## src/rtl/alu_ctrl_pkg.sv

```systemverilog
// Shared types and constants for the ALU sharing arbiter.
package alu_ctrl_pkg;

    localparam int ALU_W = 4;
    localparam int OP_W  = 2;
    localparam int CNT_W = 4;

    // Operation codes, passed to the ALU unchanged.
    typedef enum logic [OP_W-1:0] {
        OP_ADD     = 2'b00,
        OP_SUB     = 2'b01,
        OP_ABSDIFF = 2'b10,
        OP_AVG     = 2'b11
    } alu_op_e;

    // Controller states.
    typedef enum logic [1:0] {
        IDLE = 2'b00,
        EXEC = 2'b01,
        RESP = 2'b10
    } state_e;

endpackage

```

## src/rtl/rr_arbiter2.sv

```systemverilog
// Two-way round-robin grant logic. The last_grant history register lives
// in the parent; this block is purely combinational.
module rr_arbiter2 (
    input  logic       valid0,
    input  logic       valid1,
    input  logic       last_grant,
    input  logic       enable,
    output logic [1:0] grant
);

    // Sole requester wins; on contention the requester not granted last wins.
    always_comb begin
        grant    = 2'b00;
        grant[0] = enable & valid0 & (~valid1 | last_grant);
        grant[1] = enable & valid1 & (~valid0 | ~last_grant);
    end

endmodule

```

## src/rtl/alu_share_arbiter.sv

```systemverilog
// Shares one external 4-bit ALU between two requesters. The granted
// operands are registered onto alu_*, held for SETTLE_CYCLES cycles so the
// gate-delay datapath settles, then the result/flags are captured and
// returned on the owner's response channel.
//
// Handshake: a transfer happens on a rising clk edge where valid and ready
// are both 1. Requesters hold payload stable while valid is high and ready
// is low. rspN_valid, once raised, stays high with stable data until the
// edge where rspN_ready is sampled high.
module alu_share_arbiter
    import alu_ctrl_pkg::*;
#(
    parameter int SETTLE_CYCLES = 2  // legal range 1..15
) (
    input  logic             clk,
    input  logic             rst,

    input  logic             req0_valid,
    output logic             req0_ready,
    input  logic [ALU_W-1:0] req0_a,
    input  logic [ALU_W-1:0] req0_b,
    input  logic [OP_W-1:0]  req0_op,
    output logic             rsp0_valid,
    input  logic             rsp0_ready,
    output logic [ALU_W-1:0] rsp0_result,
    output logic             rsp0_overflow,
    output logic             rsp0_zero,

    input  logic             req1_valid,
    output logic             req1_ready,
    input  logic [ALU_W-1:0] req1_a,
    input  logic [ALU_W-1:0] req1_b,
    input  logic [OP_W-1:0]  req1_op,
    output logic             rsp1_valid,
    input  logic             rsp1_ready,
    output logic [ALU_W-1:0] rsp1_result,
    output logic             rsp1_overflow,
    output logic             rsp1_zero,

    output logic [ALU_W-1:0] alu_a,
    output logic [ALU_W-1:0] alu_b,
    output logic [OP_W-1:0]  alu_op,
    input  logic [ALU_W-1:0] alu_result,
    input  logic             alu_overflow,
    input  logic             alu_zero,

    output logic             busy
);

    state_e             state_q, state_d;
    logic               last_grant_q, last_grant_d;
    logic               owner_q, owner_d;
    logic [CNT_W-1:0]   cnt_q, cnt_d;
    logic [ALU_W-1:0]   alu_a_q, alu_a_d;
    logic [ALU_W-1:0]   alu_b_q, alu_b_d;
    logic [OP_W-1:0]    alu_op_q, alu_op_d;
    logic [ALU_W-1:0]   res_q, res_d;
    logic               ovf_q, ovf_d;
    logic               zero_q, zero_d;

    logic [1:0]         grant;
    logic               arb_enable;

    // Grants are only offered in IDLE and never while reset is applied.
    assign arb_enable = (state_q == IDLE) && !rst;

    rr_arbiter2 u_arb (
        .valid0     (req0_valid),
        .valid1     (req1_valid),
        .last_grant (last_grant_q),
        .enable     (arb_enable),
        .grant      (grant)
    );

    // Next-state and datapath register updates for IDLE -> EXEC -> RESP.
    always_comb begin
        state_d      = state_q;
        last_grant_d = last_grant_q;
        owner_d      = owner_q;
        cnt_d        = cnt_q;
        alu_a_d      = alu_a_q;
        alu_b_d      = alu_b_q;
        alu_op_d     = alu_op_q;
        res_d        = res_q;
        ovf_d        = ovf_q;
        zero_d       = zero_q;

        case (state_q)
            IDLE: begin
                if (grant[1]) begin
                    alu_a_d  = req1_a;
                    alu_b_d  = req1_b;
                    alu_op_d = req1_op;
                    owner_d  = 1'b1;
                    cnt_d    = CNT_W'(SETTLE_CYCLES - 1);
                    state_d  = EXEC;
                end else if (grant[0]) begin
                    alu_a_d  = req0_a;
                    alu_b_d  = req0_b;
                    alu_op_d = req0_op;
                    owner_d  = 1'b0;
                    cnt_d    = CNT_W'(SETTLE_CYCLES - 1);
                    state_d  = EXEC;
                end
            end
            EXEC: begin
                // The counter reaching zero marks the last settle cycle.
                if (cnt_q == '0) begin
                    res_d   = alu_result;
                    ovf_d   = alu_overflow;
                    zero_d  = alu_zero;
                    state_d = RESP;
                end else begin
                    cnt_d = cnt_q - 1'b1;
                end
            end
            RESP: begin
                if ((owner_q == 1'b0 && rsp0_ready) || (owner_q == 1'b1 && rsp1_ready)) begin
                    last_grant_d = owner_q;
                    state_d      = IDLE;
                end
            end
            default: begin
                state_d = IDLE;
            end
        endcase
    end

    // State and datapath registers with synchronous reset.
    always_ff @(posedge clk) begin
        if (rst) begin
            state_q      <= IDLE;
            last_grant_q <= 1'b1;
            owner_q      <= 1'b0;
            cnt_q        <= '0;
            alu_a_q      <= '0;
            alu_b_q      <= '0;
            alu_op_q     <= '0;
            res_q        <= '0;
            ovf_q        <= 1'b0;
            zero_q       <= 1'b0;
        end else begin
            state_q      <= state_d;
            last_grant_q <= last_grant_d;
            owner_q      <= owner_d;
            cnt_q        <= cnt_d;
            alu_a_q      <= alu_a_d;
            alu_b_q      <= alu_b_d;
            alu_op_q     <= alu_op_d;
            res_q        <= res_d;
            ovf_q        <= ovf_d;
            zero_q       <= zero_d;
        end
    end

    // Output decode: ready straight from the arbiter, response from registers.
    always_comb begin
        req0_ready    = grant[0];
        req1_ready    = grant[1];
        rsp0_valid    = (state_q == RESP) && (owner_q == 1'b0);
        rsp1_valid    = (state_q == RESP) && (owner_q == 1'b1);
        rsp0_result   = res_q;
        rsp0_overflow = ovf_q;
        rsp0_zero     = zero_q;
        rsp1_result   = res_q;
        rsp1_overflow = ovf_q;
        rsp1_zero     = zero_q;
        alu_a         = alu_a_q;
        alu_b         = alu_b_q;
        alu_op        = alu_op_q;
        busy          = (state_q != IDLE);
    end

endmodule

```

## config.mk

```make
export PLATFORM = sky130hd
export DESIGN_NAME = alu_share_arbiter
export DESIGN_NICKNAME = d
export VERILOG_FILES = /design/src/rtl/alu_ctrl_pkg.sv /design/src/rtl/rr_arbiter2.sv /design/src/rtl/alu_share_arbiter.sv
export SDC_FILE = /design/constraint.sdc
export NUM_CORES = 1
export LEC_CHECK = 0
export ABC_AREA = 1
export CAP_MARGIN = 30
export CORE_AREA = 2 2 57 59
export CTS_CLUSTER_SIZE = 12
export DETAILED_ROUTE_END_ITERATION = 6
export DIE_AREA = 0 0 59 61
export PLACE_DENSITY = 0.83
export SKIP_CTS_REPAIR_TIMING = 1
export SLEW_MARGIN = 40
export SYNTH_ARGS = -nofsm -noshare
export SYNTH_HDL_FRONTEND = slang
export SYNTH_SLANG_ARGS = --single-unit
```

## constraint.sdc

```tcl
create_clock -name clk -period 2.81 [get_ports clk]
set_clock_uncertainty 0.2 [all_clocks]
set_input_delay 0.281 -clock clk [delete_from_list [all_inputs] [get_ports clk]]
set_output_delay 0.281 -clock clk [all_outputs]
set_load 0.01 [all_outputs]
```

==> impl_metrics.tcl, run 1 <==
set metrics [dict create \
    status "complete, no violations" \
    clock_latency_ns 0.31 \
    crit_path_start_kind "primary input" \
    drt_iter0_drc 33 \
    setup_tns_ns 0 \
    fp.dieW_um 59 \
    fin_util_pct 63.35 \
    relSlewSlack_pct 73.68 \
    timing.hold.ws_ns 0.2734 \
    initial_utilization_pct 42.42 \
    cp-end-kind "output pin" \
    yosysSeqAreaShare_pct 38.36 \
    viasPerCell 4.609 \
    path_cells "clkdlybuf4s50_1 -> inv_2 -> nand2_2 -> nor2_2 -> clkdlybuf4s50_1" \
    worst_pin_slew_ns 0.3934 \
    fp.dieH_um 61 \
    max_cap_violations 0 \
    final_cell_area_um2 1871 \
    die_area_um2 3599 \
    post-place-cells 272 \
    maxSlewViolCount 0 \
    drive_above_1_share_pct 6.584 \
    cpPeakStageDelay_ns 0.57 \
    syn_to_final_growth_pct 49.35 \
    synth.distinct_cells 21 \
    route.detailed.drc 0 \
    wirelength_mm 2.898 \
    rsz0062_at_grt "false" \
    post-route-period-util_pct 80.53 \
    grt_usage_pct 17.08 \
    vias 1272 \
    cts_sinks 24 \
    p_total_uw 910.0 \
    nets 278 \
    ir_drop_v 0.0004314 \
    ant_nets 0 \
    antennaDiodeCount 0 \
    pre_cts_slack_ns 0.5518 \
    worst_path_max_delay_cell "clkdlybuf4s50_1" \
    critical-path-top-delay-family "buffers and inverters" \
    p_per_area_nw_per_um2 486.5 \
    cts_buffers 3 \
    post_synth.cell_area_avg_um2 6.627 \
    place_congestion 0.7767 \
    synth-seq-cells 24 \
    grt_pass1_vias 1076 \
    htreeDepth 1 \
    antenna_found_initial 0 \
    gr-total-overflow 0 \
    hp-start "alu_a[2]" \
    synthesis.nets 223 \
    io_buffers 58 \
    p_leak_nw 0.8522 \
    crit_buf_inv 3 \
    cts_buffer_depth 2 \
    fin_cells 276 \
    coreArea_um2 2953 \
    required_ns 2.33 \
    period_minus_slack_ns 2.263 \
    critPathLaunch "rst" \
    cts_tree "done" \
    hold_path.class "reg2reg" \
    hold_viol 0 \
    r2r_start "cnt_q[0]" \
    first_pass_iters 4 \
    path_class "in2out" \
    routedWlPerCell_um 10.50 \
    regToRegSetupSlack_ns 1.06 \
    dpl.hpwl_mm 2.262 \
    num_rows 20 \
    clock.fmax_ghz 0.4419 \
    final-setup-viol-count 0 \
    num-fill-cells 270 \
    fin_ws_ns 0.5471 \
    synth_cells 189 \
    grt_max_degree 15 \
    synth_area_um2 1252 \
    multi_input_area_um2 569.3 \
    path_clk_slew_ns 0.14 \
    place_area_um2 1818 \
    cts_root_buf "clkbuf_4" \
    grt_pass1_wl_mm 4.685 \
    io_pins 59 \
    ys.warnings.count 0 \
    crit_path_frequent_cell "clkdlybuf4s50_1" \
    critPathArrivalTime_ns 1.78 \
    seq_area_um2 480.5 \
    cp_max_fo 13 \
]
cell usage in the layout, fill, tap and decap left out:
cell             Yosys  layout
o31ai_1              1       1
nor2_4               2       2
inv_1               32      32
xnor2_1              1       1
nand3_1             16      16
nand4_1              2       2
clkbuf_4             0       3
bufinv_16            0       1
nor2_1              24      24
a21oi_1             12      12
inv_2                1       1
clkdlybuf4s50_1      0      58
nand2_1             47      47
nor2_2               2       2
dfxtp_1             24      24
ha_1                 2       2
o211ai_1             1       1
nand2_2              2       2
nand3_2              1       1
a21oi_2              1       1
buf_4                8       3
o21ai_0              7       7
worst min-delay path: cells and delay by family (launching register included):
kind,cells,cell delay [ns]
AOI/OAI and AO/OA,1,0.05
DFF,1,0.33
and+or+nand+nor,1,0.06
state kept, by name (all words and copies together), names as in the netlist:
register and flops:
last_grant_q 1, alu_op 2, alu_b 4, owner_q 1
rsp0_overflow 1, alu_a 4, state_q 2, rsp0_zero 1
cnt_q 4, rsp0_result 4
path summary, 6_finish.rpt:
kind,endpoint,cells after the start
worst max-delay path,req0_ready,5
worst min-delay path,alu_a[2],2
worst min register to register,alu_a[2],2
worst max register to register,rsp0_result[3],7
area by class of cell:
type | instances | share of cell area (%)
inverters | 33 | 6.622
multi-input cells | 121 | 30.43
clock inverters | 1 | 1.605
clock buffers | 3 | 1.204
well taps | 33 | 2.207
flip-flops and latches | 24 | 25.69
repair buffers | 61 | 32.24
where the power goes:
part / total (mW) / internal (mW) / leakage [nW] / switching [mW]
sequential: 0.392 / 0.372 / 0.196 / 0.0205
clock: 0.248 / 0.144 / 0.0279 / 0.104
combinational: 0.270 / 0.142 / 0.628 / 0.127
total: 0.910 / 0.659 / 0.852 / 0.252
Yosys cell counts:
master    number  area share [%]
a21oi_1       12             4.8
a21oi_2        1            0.70
buf_4          8             4.8
buf_6          1            0.90
clkbuf_1       2            0.60
dfxtp_1       24              38
ha_1           2             2.0
inv_1         32             9.6
inv_2          1            0.30
nand2_1       47              14
nand2_2        2             1.0
nand3_1       16             6.4
nand3_2        1            0.80
nand4_1        2             1.0
nor2_1        24             7.2
nor2_2         2             1.0
nor2_4         2             1.8
o211ai_1       1            0.60
o21ai_0        7             2.8
o31ai_1        1            0.60
xnor2_1        1            0.70
per-layer routing:
metal / global-route usage (%) / share of wire [%] / vias up
met4: 7.143 / 0.93 / 0
met2: 29.37 / 49 / 25
li1: - / - / 682
met1: 21.66 / 46 / 563
met3: 2.132 / 3.1 / 2
met5: 0 / 0 / -
logic make-up after synthesis:
family                     share of synthesized area [%]
adders and majority gates                          1.998
buffers and inverters                              16.18
AOI/OAI and AO/OA                                  9.491
and+or+nand+nor                                    33.27
DFF                                                38.36
xor gates and xnor gates                          0.6994
No activity file was read; power rests on OpenSTA's default activity.
==> run 2: changes to the inputs <==
--- a/config.mk
+++ b/config.mk
@@ -7,11 +7,11 @@
 export LEC_CHECK = 0
 export ABC_AREA = 1
 export CAP_MARGIN = 30
-export CORE_AREA = 2 2 57 59
+export CORE_AREA = 2 2 59 61
 export CTS_CLUSTER_SIZE = 12
 export DETAILED_ROUTE_END_ITERATION = 6
-export DIE_AREA = 0 0 59 61
-export PLACE_DENSITY = 0.83
+export DIE_AREA = 0 0 61 63
+export PLACE_DENSITY = 0.78
 export SKIP_CTS_REPAIR_TIMING = 1
 export SLEW_MARGIN = 40
 export SYNTH_ARGS = -nofsm -noshare
==> constraint.sdc (replaced) <==
create_clock -name clk -period 2.2 [get_ports clk]
set_clock_uncertainty 0.2 [all_clocks]
set_input_delay 0.22 -clock clk [delete_from_list [all_inputs] [get_ports clk]]
set_output_delay 0.22 -clock clk [all_outputs]
set_load 0.01 [all_outputs]
==> impl_metrics.tcl, run 2 (synthesized netlist as in run 1, its figures left out) <==
set metrics [dict create \
    drt_iter0_drc 68 \
    hold_viol 0 \
    path_cells "inv_1 -> nor2_2 -> inv_1 -> nor2_1 -> clkdlybuf4s50_1" \
    antennaDiodeCount 0 \
    ir_drop_v 0.0003531 \
    cpPeakStageDelay_ns 0.54 \
    critPathCapture "rsp0_valid" \
    r2r_start "cnt_q[0]" \
    worst_pin_slew_ns 0.3813 \
    path_class "reg2out" \
    fp.dieH_um 63 \
    rsz0062_at_grt "false" \
    crit_path_frequent_cell "inv_1" \
    fin_util_pct 58.96 \
    maxSlewViolCount 0 \
    p_leak_nw 0.8623 \
    routedWlPerCell_um 10.37 \
    p_per_area_nw_per_um2 613.4 \
    cp-end-kind "output pin" \
    io_pins 59 \
    required_ns 1.78 \
    regToRegSetupSlack_ns 0.48 \
    vias 1320 \
    initial_utilization_pct 38.75 \
    fin_ws_ns 0.1565 \
    worst-r2r-cell-count 7 \
    first_pass_iters 4 \
    gr-total-overflow 0 \
    setup_tns_ns 0 \
    clock_latency_ns 0.31 \
    nets 280 \
    status "complete, no violations" \
    worst_path_max_delay_cell "clkdlybuf4s50_1" \
    layout_common_cells "clkdlybuf4s50_1 (58), nand2_1 (47), inv_1 (32)" \
    syn_to_final_growth_pct 52.15 \
    hp-start "alu_result[0]" \
    hold_path.class "in2reg" \
    period_minus_slack_ns 2.044 \
    grt_max_degree 15 \
    ant_nets 0 \
    post-route-period-util_pct 92.89 \
    crit_path_start_kind "register" \
    antenna_found_initial 0 \
    pre_cts_slack_ns 0.2051 \
    clock.fmax_ghz 0.4894 \
    coreArea_um2 3232 \
    num_rows 21 \
    dpl.hpwl_mm 2.312 \
    grt_usage_pct 16.99 \
    place_congestion 0.7361 \
    final_common_cell "clkdlybuf4s50_1" \
    max_cap_violations 0 \
    cp_max_fo 4 \
    post-place-cells 287 \
    critPathLaunch "state_q[1]" \
    wirelength_mm 3.019 \
    cts_tree "done" \
    cts_buffer_depth 2 \
    viasPerCell 4.536 \
    htreeDepth 1 \
    relSlewSlack_pct 74.49 \
    rr_endpoint "rsp0_zero" \
    io_buffers 58 \
    grt_pass1_vias 1194 \
    fin_cells 291 \
    final-setup-viol-count 0 \
    critPathArrivalTime_ns 1.62 \
    path_clk_slew_ns 0.14 \
    route.detailed.drc 0 \
    die_area_um2 3843 \
    drive_above_1_share_pct 8.163 \
    fp.dieW_um 61 \
    grt_pass1_wl_mm 5.099 \
    cts_root_buf "clkbuf_4" \
    cts_sinks 24 \
    cts_buffers 3 \
]
-- run 2: changes by cell type in the layout (fill, tap and decap cells not counted), sizes merged --
| cell | delta |
|---|---|
| buf | +2 |
-- run 2: worst min path at each step --
stage                                 to  slack, ns  cells past startpoint
after floorplan                 alu_a[1]       0.09                      1
after global placement          alu_a[3]       0.25                      2
after detailed placement        alu_b[3]       0.26                      2
after CTS                 rsp0_result[1]       0.26                      3
after global routing      rsp0_result[3]       0.27                      3
final                     rsp0_result[0]       0.27                      3
-- run 2: report_power, final --
part	leakage, nW	total, mW	switching [mW]	internal [mW]
registers	0.197	0.502	0.0269	0.475
clock network	0.0279	0.316	0.132	0.184
logic	0.637	0.351	0.165	0.185
-- run 2: worst max-delay path: cells and delay by family (launching register included) --
kind,cells,cell delay [ns]
flops,1,0.37
simple gates,2,0.23
buf+inv,3,0.70
-- run 2: metrics by stage --
step / hold WS (ns) / total power, mW / instance area (um^2)
5_1_grt: 0.2720 / 1.240 / 1906
4_1_cts: 0.2557 / 1.177 / 1902
2_1_floorplan: 0.08907 / 0.6961 / 1252
3_5_place_dp: 0.2566 / 0.8607 / 1849
6_report: 0.2667 / 1.169 / 1906
3_3_place_gp: 0.2510 / 0.8577 / 1849
-- run 2: final cells by class --
cell class                      count  area, um^2
Fill cell                         312        1326
Timing Repair Buffer               63       618.1
Multi-Input combinational cell    121       571.8
Sequential cell                    24       481.7
Inverter                           33       123.9
Tap cell                           46       57.56
Clock inverter                      1       30.03
Clock buffer                        3       22.52
-- run 2: layer usage --
metal | wire (um) | global-route usage [%] | share of wire (%) | vias to the layer above
li1 | - | - | - | 686
met5 | 0 | 0 | 0 | -
met2 | 1571 | 27.15 | 52 | 34
met3 | 125 | 3.934 | 4.1 | 2
met1 | 1297 | 22.78 | 43 | 598
met4 | 25 | 4.076 | 0.83 | 0
==> run 3: changes to the inputs <==
--- a/config.mk
+++ b/config.mk
@@ -7,11 +7,14 @@
 export LEC_CHECK = 0
 export ABC_AREA = 1
 export CAP_MARGIN = 30
-export CORE_AREA = 2 2 59 61
+export CELL_PAD_IN_SITES_DETAIL_PLACEMENT = 1
+export CELL_PAD_IN_SITES_GLOBAL_PLACEMENT = 1
+export CORE_AREA = 2 2 72 74
 export CTS_CLUSTER_SIZE = 12
 export DETAILED_ROUTE_END_ITERATION = 6
-export DIE_AREA = 0 0 61 63
-export PLACE_DENSITY = 0.78
+export DIE_AREA = 0 0 74 76
+export HOLD_SLACK_MARGIN = 0.06
+export PLACE_DENSITY = 0.77
 export SKIP_CTS_REPAIR_TIMING = 1
 export SLEW_MARGIN = 40
 export SYNTH_ARGS = -nofsm -noshare
==> impl_metrics.tcl, run 3 (synthesized netlist as in run 1, its figures left out) <==
set metrics [dict create \
    routedWlPerCell_um 10.58 \
    path_class "reg2out" \
    rr_endpoint "rsp0_result[2]" \
    cts_buffers 3 \
    clock_latency_ns 0.27 \
    fp.dieW_um 74 \
    io_buffers 58 \
    setup_tns_ns 0 \
    final-setup-viol-count 0 \
    post-route-period-util_pct 91.82 \
    vias 1331 \
    worst-r2r-cell-count 7 \
    antenna_found_initial 0 \
    nets 281 \
    p_leak_nw 0.8673 \
    layout_common_cells "clkdlybuf4s50_1 (58), nand2_1 (47), inv_1 (32)" \
    route.detailed.drc 0 \
    syn_to_final_growth_pct 55.04 \
    status "complete, no violations" \
    io_pins 59 \
    coreArea_um2 4912 \
    hold_path.class "reg2reg" \
    worst_pin_slew_ns 0.3850 \
    maxSlewViolCount 0 \
    htreeDepth 1 \
    drt_iter0_drc 39 \
    num_rows 26 \
    period_minus_slack_ns 2.020 \
    holdPathStages 2 \
    place_congestion 0.7145 \
    relSlewSlack_pct 74.24 \
    initial_utilization_pct 25.50 \
    cp_max_fo 4 \
    max_cap_violations 0 \
    critPathCapture "rsp0_valid" \
    crit_path_start_kind "register" \
    path_clk_slew_ns 0.09 \
    num-fill-cells 620 \
    cts_tree "done" \
    viasPerCell 4.212 \
    cts_buffer_depth 2 \
    r2r_start "cnt_q[0]" \
    die_area_um2 5624 \
    ant_nets 0 \
    antennaDiodeCount 0 \
    ir_drop_v 0.0002440 \
    cts_sinks 24 \
    grt_pass1_wl_mm 5.989 \
    grt_usage_pct 13.05 \
    p_total_mw 1.162 \
    rsz0062_at_grt "false" \
    gr-total-overflow 0 \
    grt_max_degree 15 \
    drive_above_1_share_pct 7.724 \
    critPathLaunch "state_q[1]" \
    dpl.hpwl_mm 2.654 \
    fp.dieH_um 76 \
    regToRegSetupSlack_ns 0.46 \
    final_common_cell "clkdlybuf4s50_1" \
    wirelength_mm 3.342 \
    clock.fmax_ghz 0.4950 \
    required_ns 1.78 \
    cts_root_buf "clkbuf_8" \
    cp-end-kind "output pin" \
    grt_pass1_vias 1371 \
    critPathArrivalTime_ns 1.60 \
    first_pass_iters 4 \
    fin_util_pct 39.53 \
    hold_viol 0 \
    p_per_area_nw_per_um2 598.4 \
]
run 3: cell count changes in the layout (fill, tap and decap cells not counted), sizes merged:
cell    change
bufinv      -1
buf         +1
clkbuf      +1
run 3: how the worst min path moves through the flow:
stage                          from         to  slack, ns
after floorplan                 rst   alu_a[1]       0.09
after global placement    alu_op[0]  alu_op[0]       0.25
after detailed placement   alu_a[3]   alu_a[3]       0.26
after CTS                  alu_a[3]   alu_a[3]       0.27
after global routing      alu_op[0]  alu_op[0]       0.30
final                      alu_a[3]   alu_a[3]       0.27
run 3: through the flow:
stage / area [um^2] / hold WS, ns / setup slack [ns] / instances
after floorplan: 1252 / 0.08907 / 0.7495 / 189
after global placement: 1887 / 0.2495 / 0.2479 / 312
after detailed placement: 1887 / 0.2586 / 0.2389 / 312
after CTS: 1942 / 0.2723 / 0.1627 / 316
after global routing: 1942 / 0.2965 / 0.07639 / 316
final: 1942 / 0.2692 / 0.1800 / 316
run 3: metal layers:
metal  track usage (%)  vias to the layer above  share of wire (%)
met3             3.836                        3                8.8
met2             22.32                       44                 46
met4             3.273                        0                1.1
li1                  -                      689                  -
met5                 0                        -                  0
met1             15.70                      595                 44
run 3: layout make-up:
cell class | instances | area (um^2) | share of cell area [%]
Inverter | 33 | 123.9 | 6.379
Sequential cell | 24 | 480.5 | 24.74
Multi-Input combinational cell | 121 | 569.3 | 29.32
Clock buffer | 4 | 55.05 | 2.835
Timing Repair Buffer | 64 | 625.6 | 32.22
Tap cell | 70 | 87.58 | 4.510
run 3: power by group:
| part | switching (mW) | internal (mW) | leakage (nW) |
|---|---|---|---|
| registers | 0.0266 | 0.475 | 0.196 |
| clock network | 0.149 | 0.160 | 0.0288 |
| logic | 0.165 | 0.186 | 0.642 |
| total | 0.341 | 0.821 | 0.867 |
run 3: critical path: stages, from the launching register on:
cell and delay, ns:
dfxtp_1 0.38, inv_1 0.07, nor2_1 0.13, inv_1 0.10
nor2_1 0.10, clkdlybuf4s50_1 0.54
